===== config.mk =====
export PLATFORM = sky130hd
export DESIGN_NAME = i2c_mem_slave
export DESIGN_NICKNAME = d
export VERILOG_FILES = /design/src/rtl/i2c_pkg.sv /design/src/rtl/i2c_line_sampler.sv /design/src/rtl/i2c_mem_slave.sv
export SDC_FILE = /design/constraint.sdc
export NUM_CORES = 1
export LEC_CHECK = 0
export BUFFER_PORTS_ARGS = -buffer_cell sky130_fd_sc_hd__buf_2
export CAP_MARGIN = 20
export CORE_ASPECT_RATIO = 1.5
export CORE_MARGIN = 2
export CORE_UTILIZATION = 40
export DETAILED_ROUTE_END_ITERATION = 6
export PLACE_DENSITY = 0.63
export SLEW_MARGIN = 10
export SYNTH_ARGS = -nofsm -noshare
export SYNTH_HDL_FRONTEND = slang
export SYNTH_HIERARCHICAL = 1
export SYNTH_SLANG_ARGS = --single-unit
export TNS_END_PERCENT = 100

===== constraint.sdc =====
create_clock -name clk8x -period 2.2 [get_ports clk8x]
set_input_delay 0 -clock clk8x [delete_from_list [all_inputs] [get_ports clk8x]]
set_output_delay 0 -clock clk8x [all_outputs]
set_load 0.02 [all_outputs]

===== src/rtl/i2c_pkg.sv =====
// Shared types and constants for the I2C memory responder.
// State encoding is exported on the debug port, so its values are fixed.
package i2c_pkg;

    localparam int   I2C_BYTE_W = 8;
    localparam logic I2C_READ   = 1'b1;

    typedef enum logic [3:0] {
        IDLE       = 4'd0,
        DEV_ADDR   = 4'd1,
        RW         = 4'd2,
        ACK_DEV    = 4'd3,
        MEM_ADDR   = 4'd4,
        ACK_ADDR   = 4'd5,
        RD_DATA    = 4'd6,
        ACK_MASTER = 4'd7,
        WR_DATA    = 4'd8,
        ACK_WR     = 4'd9,
        WAIT_STOP  = 4'd10
    } slave_state_t;

endpackage


===== src/rtl/i2c_line_sampler.sv =====
// Registers SCL/SDA once and flags bus edges and START/STOP conditions.
// Pulses are valid in the cycle the live level differs from the copy.
module i2c_line_sampler (
    input  logic clk8x_i,
    input  logic reset_i,
    input  logic scl_i,
    input  logic sda_i,
    output logic scl_rise_o,
    output logic scl_fall_o,
    output logic start_det_o,
    output logic stop_det_o
);

    logic scl_q;
    logic sda_q;

    // Reset to the idle-bus level so leaving reset creates no false edge
    always_ff @(posedge clk8x_i) begin
        if (reset_i) begin
            scl_q <= 1'b1;
            sda_q <= 1'b1;
        end else begin
            scl_q <= scl_i;
            sda_q <= sda_i;
        end
    end

    assign scl_rise_o  = scl_i & ~scl_q;
    assign scl_fall_o  = ~scl_i & scl_q;
    assign start_det_o = scl_i & scl_q & sda_q & ~sda_i;
    assign stop_det_o  = scl_i & scl_q & ~sda_q & sda_i;

endmodule


===== src/rtl/i2c_mem_slave.sv =====
// I2C responder in front of the on-chip memory: one byte per frame,
// device id match, 8-bit memory address, single read or write.
module i2c_mem_slave
    import i2c_pkg::*;
(
    input  logic       clk8x,
    input  logic       reset,
    input  logic [7:0] id,
    input  logic       scl,
    input  logic       sda_in,
    output logic       sda_out,
    output logic       sda_oe,
    output logic       mem_ce,
    output logic       mem_rden,
    output logic       mem_wren,
    output logic [7:0] mem_addr,
    output logic [7:0] mem_wdata,
    input  logic [7:0] mem_rdata,
    output logic [3:0] slave_state,
    output logic [7:0] slave_data,
    output logic [7:0] slave_mem_address,
    output logic [7:0] slave_select
);

    logic scl_rise;
    logic scl_fall;
    logic start_det;
    logic stop_det;

    i2c_line_sampler u_sampler (
        .clk8x_i     (clk8x),
        .reset_i     (reset),
        .scl_i       (scl),
        .sda_i       (sda_in),
        .scl_rise_o  (scl_rise),
        .scl_fall_o  (scl_fall),
        .start_det_o (start_det),
        .stop_det_o  (stop_det)
    );

    slave_state_t          state_q, state_d;
    logic [3:0]            cnt_q, cnt_d;
    logic [I2C_BYTE_W-1:0] sel_q, sel_d;
    logic [I2C_BYTE_W-1:0] addr_q, addr_d;
    logic [I2C_BYTE_W-1:0] data_q, data_d;
    logic [I2C_BYTE_W-1:0] maddr_q, maddr_d;
    logic [I2C_BYTE_W-1:0] wdata_q, wdata_d;
    logic                  rw_q, rw_d;
    logic                  oe_q, oe_d;
    logic                  ce_q, ce_d;
    logic                  rden_q, rden_d;
    logic                  wren_q, wren_d;
    logic                  rd_pend_q, rd_pend_d;
    logic [2:0]            rd_idx;

    assign rd_idx = 3'd7 - cnt_q[2:0];

    always_ff @(posedge clk8x) begin
        if (reset) begin
            state_q   <= IDLE;
            cnt_q     <= '0;
            sel_q     <= '0;
            addr_q    <= '0;
            data_q    <= '0;
            maddr_q   <= '0;
            wdata_q   <= '0;
            rw_q      <= 1'b0;
            oe_q      <= 1'b0;
            ce_q      <= 1'b0;
            rden_q    <= 1'b0;
            wren_q    <= 1'b0;
            rd_pend_q <= 1'b0;
        end else begin
            state_q   <= state_d;
            cnt_q     <= cnt_d;
            sel_q     <= sel_d;
            addr_q    <= addr_d;
            data_q    <= data_d;
            maddr_q   <= maddr_d;
            wdata_q   <= wdata_d;
            rw_q      <= rw_d;
            oe_q      <= oe_d;
            ce_q      <= ce_d;
            rden_q    <= rden_d;
            wren_q    <= wren_d;
            rd_pend_q <= rd_pend_d;
        end
    end

    always_comb begin
        state_d   = state_q;
        cnt_d     = cnt_q;
        sel_d     = sel_q;
        addr_d    = addr_q;
        data_d    = data_q;
        maddr_d   = maddr_q;
        wdata_d   = wdata_q;
        rw_d      = rw_q;
        oe_d      = oe_q;
        ce_d      = 1'b0;
        rden_d    = 1'b0;
        wren_d    = 1'b0;
        rd_pend_d = rden_q;

        // Read data is valid the cycle after the strobe; capture it then
        if (rd_pend_q) begin
            data_d = mem_rdata;
        end

        if (stop_det) begin
            state_d = IDLE;
            oe_d    = 1'b0;
            cnt_d   = '0;
        end else if (start_det) begin
            state_d = DEV_ADDR;
            oe_d    = 1'b0;
            cnt_d   = '0;
        end else begin
            unique case (state_q)
                DEV_ADDR: begin
                    if (scl_rise) begin
                        sel_d = {sel_q[6:0], sda_in};
                        if (cnt_q == 4'd7) begin
                            state_d = RW;
                            cnt_d   = '0;
                        end else begin
                            cnt_d = cnt_q + 4'd1;
                        end
                    end
                end
                RW: begin
                    // cnt marks that the R/W bit itself has been sampled
                    if (scl_rise) begin
                        rw_d  = sda_in;
                        cnt_d = 4'd1;
                    end else if (scl_fall && cnt_q == 4'd1) begin
                        cnt_d = '0;
                        if (sel_q == id) begin
                            state_d = ACK_DEV;
                            oe_d    = 1'b1;
                        end else begin
                            state_d = WAIT_STOP;
                            oe_d    = 1'b0;
                        end
                    end
                end
                ACK_DEV: begin
                    if (scl_fall) begin
                        state_d = MEM_ADDR;
                        oe_d    = 1'b0;
                    end
                end
                MEM_ADDR: begin
                    if (scl_rise && !cnt_q[3]) begin
                        addr_d = {addr_q[6:0], sda_in};
                        if (cnt_q == 4'd7) begin
                            cnt_d = 4'd8;
                            if (rw_q == I2C_READ) begin
                                ce_d    = 1'b1;
                                rden_d  = 1'b1;
                                maddr_d = {addr_q[6:0], sda_in};
                            end
                        end else begin
                            cnt_d = cnt_q + 4'd1;
                        end
                    end else if (scl_fall && cnt_q == 4'd8) begin
                        state_d = ACK_ADDR;
                        oe_d    = 1'b1;
                        cnt_d   = '0;
                    end
                end
                ACK_ADDR: begin
                    if (scl_fall) begin
                        if (rw_q == I2C_READ) begin
                            state_d = RD_DATA;
                            oe_d    = ~data_q[7];
                            cnt_d   = 4'd1;
                        end else begin
                            state_d = WR_DATA;
                            oe_d    = 1'b0;
                            cnt_d   = '0;
                        end
                    end
                end
                RD_DATA: begin
                    // cnt counts bits already placed on the bus
                    if (scl_fall) begin
                        if (cnt_q == 4'd8) begin
                            state_d = ACK_MASTER;
                            oe_d    = 1'b0;
                            cnt_d   = '0;
                        end else begin
                            oe_d  = ~data_q[rd_idx];
                            cnt_d = cnt_q + 4'd1;
                        end
                    end
                end
                ACK_MASTER: begin
                    if (scl_rise) begin
                        state_d = WAIT_STOP;
                    end
                end
                WR_DATA: begin
                    if (scl_rise && !cnt_q[3]) begin
                        data_d = {data_q[6:0], sda_in};
                        if (cnt_q == 4'd7) begin
                            cnt_d   = 4'd8;
                            ce_d    = 1'b1;
                            wren_d  = 1'b1;
                            maddr_d = addr_q;
                            wdata_d = {data_q[6:0], sda_in};
                        end else begin
                            cnt_d = cnt_q + 4'd1;
                        end
                    end else if (scl_fall && cnt_q == 4'd8) begin
                        state_d = ACK_WR;
                        oe_d    = 1'b1;
                        cnt_d   = '0;
                    end
                end
                ACK_WR: begin
                    if (scl_fall) begin
                        state_d = WAIT_STOP;
                        oe_d    = 1'b0;
                    end
                end
                default: begin
                end
            endcase
        end
    end

    assign sda_out           = 1'b0;
    assign sda_oe            = oe_q;
    assign mem_ce            = ce_q;
    assign mem_rden          = rden_q;
    assign mem_wren          = wren_q;
    assign mem_addr          = maddr_q;
    assign mem_wdata         = wdata_q;
    assign slave_state       = state_q;
    assign slave_data        = data_q;
    assign slave_mem_address = addr_q;
    assign slave_select      = sel_q;

endmodule


==> results of run 1 <==
==> worst reg2reg max path: cells and delay by family, from the launching register on <==
kind	cells	cell delay [ns]
AO/OA/AOI/OAI	3	0.59
AND/OR/NAND/NOR	2	0.50
XOR/XNOR	1	0.42
flip-flops	1	0.34
buffers and inverters	1	0.19
==> per-layer routing <==
layer,vias up,global-route usage,share of wire
met2,83,0.313,0.49
met4,0,0.106,0.041
li1,1305,-,-
met5,-,0,0
met1,1228,0.229,0.43
met3,30,0.0213,0.035
==> final timing paths <==
| kind | from | to | cells after the start |
|---|---|---|---|
| min | mem_rdata[6] | slave_data[6] | 3 |
| min reg2reg | sda_oe | sda_oe | 2 |
| max reg2reg | slave_state[3] | slave_state[2] | 7 |
| max | slave_state[3] | slave_state[2] | 7 |
==> synthesized netlist by cell type (5+ instances only) <==
library cell  count  area [um2]
a211oi_1         17         128
nand2b_1          6        37.5
mux2i_1          42         420
dfxtp_1          56        1120
nor2_1           51         191
nor3_1            5        25.0
inv_1             9        33.8
nand2_1          16        60.1
xnor2_1           9        78.8
nand4_1           6        37.5
a21oi_1           9        45.0
clkbuf_1         14        52.6
nor2b_1           8        50.1
==> flip-flops by register name, summed over array words and instances, names as in the netlist, 4 cells and up <==
name and cells:
slave_mem_address 8, cnt_q 4, mem_addr 8, slave_state 4, mem_wdata 8, slave_select 8
slave_data 8
==> stage by stage <==
step | TNS, ns | std cells | power [mW]
floorplan | 0 | 323 | 1.79
global placement | 0 | 488 | 2.08
detailed placement | -0.00404 | 488 | 2.08
CTS | 0 | 497 | 2.66
global route | 0 | 499 | 2.87
finish | 0 | 499 | 2.73
==> kinds of logic after synthesis <==
kind of cell | share of synthesized area
flops | 0.382
fa+ha+maj | 0.0128
buf+inv | 0.0504
xor+xnor | 0.0269
compound gates | 0.147
mux | 0.159
simple gates | 0.221
other cells | 0.00128
==> report_power, final <==
part	switching (mW)	internal (mW)	leakage (nW)	total (mW)
clock network	0.351	0.229	0.0485	0.580
logic	0.588	0.444	1.07	1.03
registers	0.0679	1.05	0.452	1.12
total	1.01	1.73	1.58	2.73
==> cell type report <==
class / count / share of cell area
clock buffers: 5 / 0.0192
clock inverters: 3 / 0.00628
inverters: 9 / 0.00942
multi-input cells: 236 / 0.472
flip-flops and latches: 56 / 0.313
well taps: 100 / 0.0349
repair buffers: 90 / 0.146
==> timing repair <==
action	in CTS	in global routing
gates resized for setup	1	5
pin swaps	0	1
buffers inserted	0	2
endpoints found under the hold margin	1	0
endpoints found under the setup margin	1	2
hold buffers	1	0
==> metrics.md, run 1 <==
| Metric | Value |
|---|---|
| Overall routing resource usage | 0.187 |
| Layout cells sized above 1 | 0.286 |
| Die ar. | between 0.008 and 0.009 mm2 |
| Grt ovf | 0 |
| Final hold vios | 0 |
| Max Cap Viol | 0 |
| Final min period | 2.10 ns |
| Place WS | -0.00404 ns |
| Hold Path Class | in -> reg |
| Peak supply drop | 0.000473 V |
| RSZ-0062 raised after global routing | no |
| Power per Cell Area | between 700 and 800 mW/mm2 |
| Die X | 73.9 um |
| Final Cycle Share | 0.957 |
| CP max stage cell | xnor2_1 |
| Die Y | 109 um |
| Register area share after synthesis | 0.382 |
| Post-synth top flop | dfxtp_1 |
| Asr flop ratio synth | 0 |
| Final worst slack | 0.0950 ns |
| Clk buf depth | 2 |
| Drt pass-1 iters | 5 |
| EDFF count, synth | 0 |
| Slew headroom | 0.664 |
| Slew @ Worst Pin | 0.503 ns |
| Total CTS buffers | 5 |
| First-pass GRT wire length | 11.8 mm |
| Port bufs | 67 |
| Synth cell types | 59 |
| Register area | between 0.001 and 0.0015 mm2 |
| Remaining antenna violation count after routing | 0 |
| Initial antenna violation count | 0 |
| Crit path launch type | register |
| Gpl congestion | 0.929 |
| Clk_lat worst skew | a little over 0.3 ns |
| Final slew viol count | 0 |
| Final setup violation count | 0 |
| Mapped Area | 0.00293 mm2 |
| Yosys reg bits | 56 |
| Leak | 1.58 nW |
| Crit Path Category | reg -> reg |
| Fin util | 0.500 |
| Vias in the first global route | 2462 |
| Drt drc | 0 |
| Vias after detailed routing | 2646 |
| Clock sinks | 56 |
| Clock Tree Root | clkbuf_8 |
| Max Fclk | 475 MHz |
| Core area | 0.00718 mm2 |
| Commonest non-fill, non-tap cell in the layout | buf_2 |
| Fin area | 0.00359 mm2 |
| Pin count of the biggest net entering global routing | 35 |
| Initial drt markers | 143 |
| Cells along the critical path | buf_4 > xnor2_1 > o221ai_1 > nand2_1 > o2111ai_2 > or3_1 > a21oi_1 |
| Cells after Synth | 323 |
| P&R area growth vs syn | 22.4% |
| Number of fill cells | 706 |
| Critical Path RT | 2.44 ns |
| CTS clk-pin slew, worst paths | 0.10 ns |
| Initial core utilization | 0.408 |
| # H-tree levels | 2 |
| Crit-path max cell delay | 0.42 ns |
| Syn. warnings | 6 |
| Final WL | 7.37 mm |
| DP Area | 0.00344 mm2 |
| CTS tree | done |
| Vias per cell | 5.30 |
| Fin nets | 421 |
| Routed WL per cell | 14.8 um |
| Worst Clk Skew | 0.00785 ns |
| Hold WS | ~0.028 ns |
| CP arrival | 2.35 ns |
| FF-to-FF setup slack | roughly 0.095 ns |
| Commonest non-fill, non-tap cells in the layout | 67 x buf_2, 55 x dfxtp_1, 51 x nor2_1, 42 x mux2i_1, 21 x buf_4 |
| Mapped Nets | 346 |
| Syn Area/Cell | 9.08 um2 |
| Std cell rows | 38 |
| CP bufs+invs | 1 |
| Setup crit end kind | register |
| CP delay by family, top | compound AO/OA/AOI/OAI gates |
| Top Ports | between 60 and 70 |
| Max FO, Critical Path | 16 |
| Antenna Cells | 0 |
| DP HPWL | ~5.5 mm |
| Multi-input gate area | 0.00169 mm2 |
| Outcome | finished clean |
No activity file was read; power rests on OpenSTA's default activity.
==> run 2, diff against run 1 <==
CORE_UTILIZATION = 48   (was 40)
PLACE_DENSITY = 0.75   (was 0.63)
==> run 2 against run 1 <==
  * Routed wire length is 0.14% higher
  * Register-to-register slack better by 0.07 ns
  * Die area is 16% lower
  * Clock power is 2% lower
  * Count of clock-buffer cells in the layout stayed put
  * Core utilization is 10 points higher
  * Critical path type unchanged
  * Final cell count is 5.6% lower
  * Critical endpoint is now mem_addr[7]
  * Global-route usage is 3.9 points higher
  * Hold slack better by 0.0032 ns
  * Largest cell class unchanged
==> metrics.md, run 2 (synthesis results as in run 1) <==
| Metric | Value |
|---|---|
| Initial drt markers | 264 (+85%) |
| Critical Path RT | 2.42 ns (-0.02 ns) |
| Setup TNS | 0 ns (unchanged) |
| Core area | 0.00587 mm2 (-18%) |
| Port bufs | 67 (unchanged) |
| Hold WS | 0.0317 ns (+0.00317 ns) |
| Peak supply drop | 0.000482 V (+1.8%) |
| Overall routing resource usage | 0.227 (+0.0393) |
| RSZ-0062 raised after global routing | no |
| Clk buf depth | 2 (unchanged) |
| Total CTS buffers | 5 (unchanged) |
| Clock sinks | 56 (unchanged) |
| Layout cells sized above 1 | 0.288 (+0.00251) |
| Vias per cell | 5.73 (+8.0%) |
| Final hold vios | 0 (unchanged) |
| Fin area | 0.00354 mm2 (-1.2%) |
| Final slew viol count | 0 (unchanged) |
| Fin cells | 471 (-5.6%) |
| Final min period | 2.03 ns (-0.0713 ns) |
| Crit path launch type | register |
| Gpl congestion | 0.927 (-0.16%) |
| Max Fclk | 492 MHz (+3.5%) |
| First-pass GRT wire length | 12.1 mm (+2.2%) |
| Worst R2R Start | slave_state[1] |
| # H-tree levels | 2 (unchanged) |
| Final setup violation count | 0 (unchanged) |
| Drt pass-1 iters | 4 (-1) |
| Clk_lat worst skew | 0.30 ns (about the same) |
| CP endpoint | mem_addr[7] |
| DP Area | 0.00342 mm2 (-0.58%) |
| Die ar. | 0.00676 mm2 (-16%) |
| Crit-path max cell delay | 0.50 ns (+0.08 ns) |
| Leak | 1.57 nW (-0.47%) |
| Setup crit end kind | register |
| CTS clk-pin slew, worst paths | 0.10 ns (about the same) |
| Die X | 67.8 um (-8.2%) |
| Crit Path Category | reg -> reg |
| Grt ovf | 0 (unchanged) |
| Top Ports | 69 (unchanged) |
| Placed insts | 462 (-5.3%) |
| Final WL | 7.38 mm (+0.14%) |
| P&R area growth vs syn | 20.9% |
| Max Cap Viol | 0 (unchanged) |
| Commonest non-fill, non-tap cell in the layout | buf_2 |
| Hold Path Class | in -> reg |
| Outcome | finished clean |
| Final Cycle Share | 0.924 (-0.0324) |
| CTS tree | done |
| Remaining antenna violation count after routing | 0 (unchanged) |
| Worst Clk Skew | 0.00647 ns (-0.00138 ns) |
| DP HPWL | 5.49 mm (-0.61%) |
| Pwr Total | 2.71 mW (-0.86%) |
| RR Endpoint | mem_addr[7] |
| Clock Tree Root | clkbuf_8 |
| Antenna Cells | 0 (unchanged) |
| Power per Cell Area | 765 mW/mm2 (+0.36%) |
| Fin nets | 421 (unchanged) |
| R2R depth | 6 (-1) |
| Worst Setup SP | slave_state[1] |
| FF-to-FF setup slack | 0.17 ns (+0.07 ns) |
| CP arrival | 2.26 ns (-0.09 ns) |
| CP max stage cell | or3b_1 |
| Vias after detailed routing | 2698 (+2.0%) |
| Initial antenna violation count | 0 (unchanged) |
| Drt drc | 0 (unchanged) |
| Max FO, Critical Path | 16 (unchanged) |
| Routed WL per cell | 15.7 um (+6.1%) |
| Cells along the critical path | or3b_1 > or2_0 > a211oi_4 > buf_12 > nor2_1 > a211oi_2 |
| Std cell rows | 34 (-11%) |
| Initial core utilization | 0.499 (+0.0910) |
| Number of fill cells | 531 (-25%) |
| Commonest non-fill, non-tap cells in the layout | 67 x buf_2, 53 x dfxtp_1, 51 x nor2_1, 42 x mux2i_1, 21 x buf_4 |
| Die Y | 99.7 um (-8.4%) |
| Vias in the first global route | 2524 (+2.5%) |
| Pin count of the biggest net entering global routing | 26 (-26%) |
==> run 2: critical path: cells and delay by family, from the launching register on <==
kind,cells,cell delay [ns]
buffers and inverters,1,0.17
flip-flops,1,0.42
AND/OR/NAND/NOR,3,0.88
AO/OA/AOI/OAI,2,0.47
==> run 2: metrics by stage <==
step,setup WS (ns),utilization
6_report,0.166,0.604
3_3_place_gp,0.00884,0.583
4_1_cts,0.0569,0.601
2_1_floorplan,0.0103,-
5_1_grt,0.0348,0.604
3_5_place_dp,-0.0205,0.583
==> run 2: report_power, final <==
| group | internal (mW) | switching [mW] |
|---|---|---|
| Combinational | 0.428 | 0.573 |
| Clock | 0.229 | 0.337 |
| Sequential | 1.06 | 0.0870 |
==> run 2: worst min path at each step <==
| stage | from | to | slack, ns | cells after the start |
|---|---|---|---|---|
| floorplan | reset | u_sampler/scl_q | 0.1 | 1 |
| global placement | scl | u_sampler/scl_q | 0.26 | 2 |
| detailed placement | scl | u_sampler/scl_q | 0.27 | 2 |
| CTS | mem_rdata[6] | slave_data[6] | 0.03 | 3 |
| global route | sda_in | u_sampler/sda_q | 0.04 | 2 |
| finish | mem_rdata[6] | slave_data[6] | 0.03 | 3 |
==> run 2: layer usage <==
| layer | vias up | GRT usage | share of wire |
|---|---|---|---|
| met2 | 97 | 0.388 | 0.52 |
| met3 | 12 | 0.0305 | 0.052 |
| met1 | 1279 | 0.283 | 0.40 |
| met4 | 0 | 0.0831 | 0.019 |
| li1 | 1310 | - | - |
| met5 | - | 0 | 0 |
==> run 2: cell type report <==
type                       count  area, um2  share of cell area
clock buffer                   5       68.8              0.0194
clock inverter                 3       22.5             0.00636
inverter                       9       33.8             0.00953
multi-input combinational    236       1680               0.474
sequential                    56       1120               0.317
tap                           72       90.1              0.0254
timing repair buffer          90        523               0.148
==> run 2: repair_timing <==
| action | in CTS | in global routing |
|---|---|---|
| hold endpoints to repair | 1 | 0 |
| pin swaps | 0 | 1 |
| endpoints found under the setup margin | 1 | 5 |
| setup buffers | 0 | 0 |
| resized for setup | 1 | 4 |
| hold buffers | 1 | 0 |
==> run 3, diff against run 2 <==
CELL_PAD_IN_SITES_DETAIL_PLACEMENT = 0   (was unset)
CELL_PAD_IN_SITES_GLOBAL_PLACEMENT = 2   (was unset)
CORE_UTILIZATION = 29   (was 48)
PLACE_DENSITY = unset   (was 0.75)
PLACE_DENSITY_LB_ADDON = 0.1   (was unset)
==> run 3 against run 2 <==
  * Flip-flop and latch count did not move
  * Maximum frequency fell by 1.4%
  * Critical path depth did not move
  * Register-to-register slack got worse by 0.03 ns
  * Die area rose by 62%
  * Highest routed layer unchanged
==> metrics.md, run 3 (synthesis results as in run 1) <==
| Metric | Value |
|---|---|
| Outcome | finished clean |
| Power per Cell Area | 805 mW/mm2 (+5.2%) |
| Grt ovf | 0 (unchanged) |
| Port bufs | 67 (unchanged) |
| Placed insts | 515 (+11%) |
| # H-tree levels | 2 (unchanged) |
| Core area | 0.00997 mm2 (+70%) |
| Initial drt markers | 74 (-72%) |
| Fin nets | 429 (+1.9%) |
| First-pass GRT wire length | 13.8 mm (+14%) |
| Hold Path Class | in -> reg |
| Overall routing resource usage | 0.163 (-0.0640) |
| Final min period | 2.06 ns (+0.0284 ns) |
| Setup crit end kind | register |
| Max FO, Critical Path | 8 (-8) |
| Final WL | 8.66 mm (+17%) |
| Drt pass-1 iters | 4 (unchanged) |
| Number of fill cells | 1058 (+99%) |
| Vias after detailed routing | 2658 (-1.5%) |
| DP Area | 0.00354 mm2 (+3.4%) |
| Die Y | 127 um (+28%) |
| Multi-input gate area | 0.00167 mm2 (-0.60%) |
| Peak supply drop | 0.000333 V (-31%) |
| Pin count of the biggest net entering global routing | 37 (+42%) |
| Crit path launch type | register |
| Fin util | 0.370 (-0.233) |
| Die ar. | 0.0109 mm2 (+62%) |
| Die X | 86.1 um (+27%) |
| CTS tree | done |
| Critical Path RT | 2.41 ns (about the same) |
| Antenna Cells | 0 (unchanged) |
| CP arrival | 2.27 ns (about the same) |
| Register area | 0.00112 mm2 (-0.11%) |
| Vias per cell | 5.08 (-11%) |
| Crit Path Category | reg -> reg |
| Routed WL per cell | 16.6 um (+5.8%) |
| Commonest non-fill, non-tap cell in the layout | buf_2 |
| P&R area growth vs syn | 25.9% |
| Total CTS buffers | 5 (unchanged) |
| Initial antenna violation count | 0 (unchanged) |
| Worst Clk Skew | 0.00596 ns (-0.000504 ns) |
| CTS clk-pin slew, worst paths | 0.07 ns (-0.03 ns) |
| Slew headroom | 0.572 |
| Final setup violation count | 0 (unchanged) |
| Fin area | 0.00369 mm2 (+4.2%) |
| Gpl congestion | 0.805 (-13%) |
| RSZ-0062 raised after global routing | no |
| Final Cycle Share | 0.937 (+0.0129) |
| Post-CTS setup buffers | 0 (unchanged) |
| Setup TNS | 0 ns (unchanged) |
| Drt drc | 0 (unchanged) |
| Fin cells | 523 (+11%) |
| Leak | 1.63 nW (+4.0%) |
| Final slew viol count | 0 (unchanged) |
| Clock Tree Root | clkbuf_16 |
| Clk_lat worst skew | 0.29 ns (about the same) |
| Initial core utilization | 0.294 (-0.205) |
| Max Cap Viol | 0 (unchanged) |
| Commonest non-fill, non-tap cells in the layout | 67 x buf_2, 54 x dfxtp_1, 51 x nor2_1, 42 x mux2i_1, 29 x buf_4 |
| Layout cells sized above 1 | 0.296 (+0.00735) |
| Top Ports | 69 (unchanged) |
| Clock sinks | 56 (unchanged) |
| Clk buf depth | 2 (unchanged) |
| Remaining antenna violation count after routing | 0 (unchanged) |
| Std cell rows | 45 (+32%) |
| DP HPWL | 6.84 mm (+25%) |
| Final hold vios | 0 (unchanged) |
| Slew @ Worst Pin | 0.640 ns |
| Vias in the first global route | 2650 (+5.0%) |
| Max Fclk | 485 MHz (-1.4%) |
## run 3: stage by stage
stage	hold slack (ns)	worst slack, ns	power [mW]
3_5_place_dp	0.270	0.0188	2.20
6_report	0.0414	0.138	2.97
4_1_cts	0.0408	0.00574	2.99
5_1_grt	0.0506	0.0183	3.13
3_3_place_gp	0.262	0.0552	2.22
2_1_floorplan	0.0971	0.0103	1.79
## run 3: cell type report
type | count | area share
Tap cell | 117 | 0.0397
Timing Repair Buffer | 98 | 0.158
Inverter | 9 | 0.00915
Clock buffer | 6 | 0.0349
Sequential cell | 56 | 0.304
Multi-Input combinational cell | 236 | 0.453
Clock inverter | 1 | 0.00136
## run 3: report_power, final
part,internal (mW),switching [mW],total [mW]
registers,1.05,0.0596,1.11
logic,0.461,0.618,1.08
clock network,0.416,0.362,0.777
## run 3: worst paths after layout
| kind | startpoint | to | slack, ns | cells after the start |
|---|---|---|---|---|
| max | slave_state[3] | mem_addr[0] | 0.14 | 6 |
| min reg2reg | sda_oe | sda_oe | 0.45 | 2 |
| max reg2reg | slave_state[3] | mem_addr[0] | 0.14 | 6 |
| min | mem_rdata[5] | slave_data[5] | 0.04 | 3 |
## run 3: repair_timing
| action | 4_1_cts | 5_1_grt |
|---|---|---|
| hold buffers | 1 | 0 |
| gates resized for setup | 0 | 4 |
| hold endpoints to repair | 1 | 0 |
| endpoints found under the setup margin | 0 | 8 |
## run 3: layer usage
| metal | vias up | track usage | part of all wire |
|---|---|---|---|
| li1 | 1326 | - | - |
| met1 | 1247 | 0.180 | 0.39 |
| met2 | 65 | 0.288 | 0.52 |
| met3 | 20 | 0.0342 | 0.045 |
| met4 | 0 | 0.0840 | 0.044 |
| met5 | - | 0 | 0 |
## run 3: worst max-delay path, stage by stage, from the launching register on
cell      delay, ns
dfxtp_1        0.47
or3b_1         0.46
or2_0          0.34
a211oi_4       0.26
buf_4          0.20
nor2_1         0.05
a211oi_1       0.20
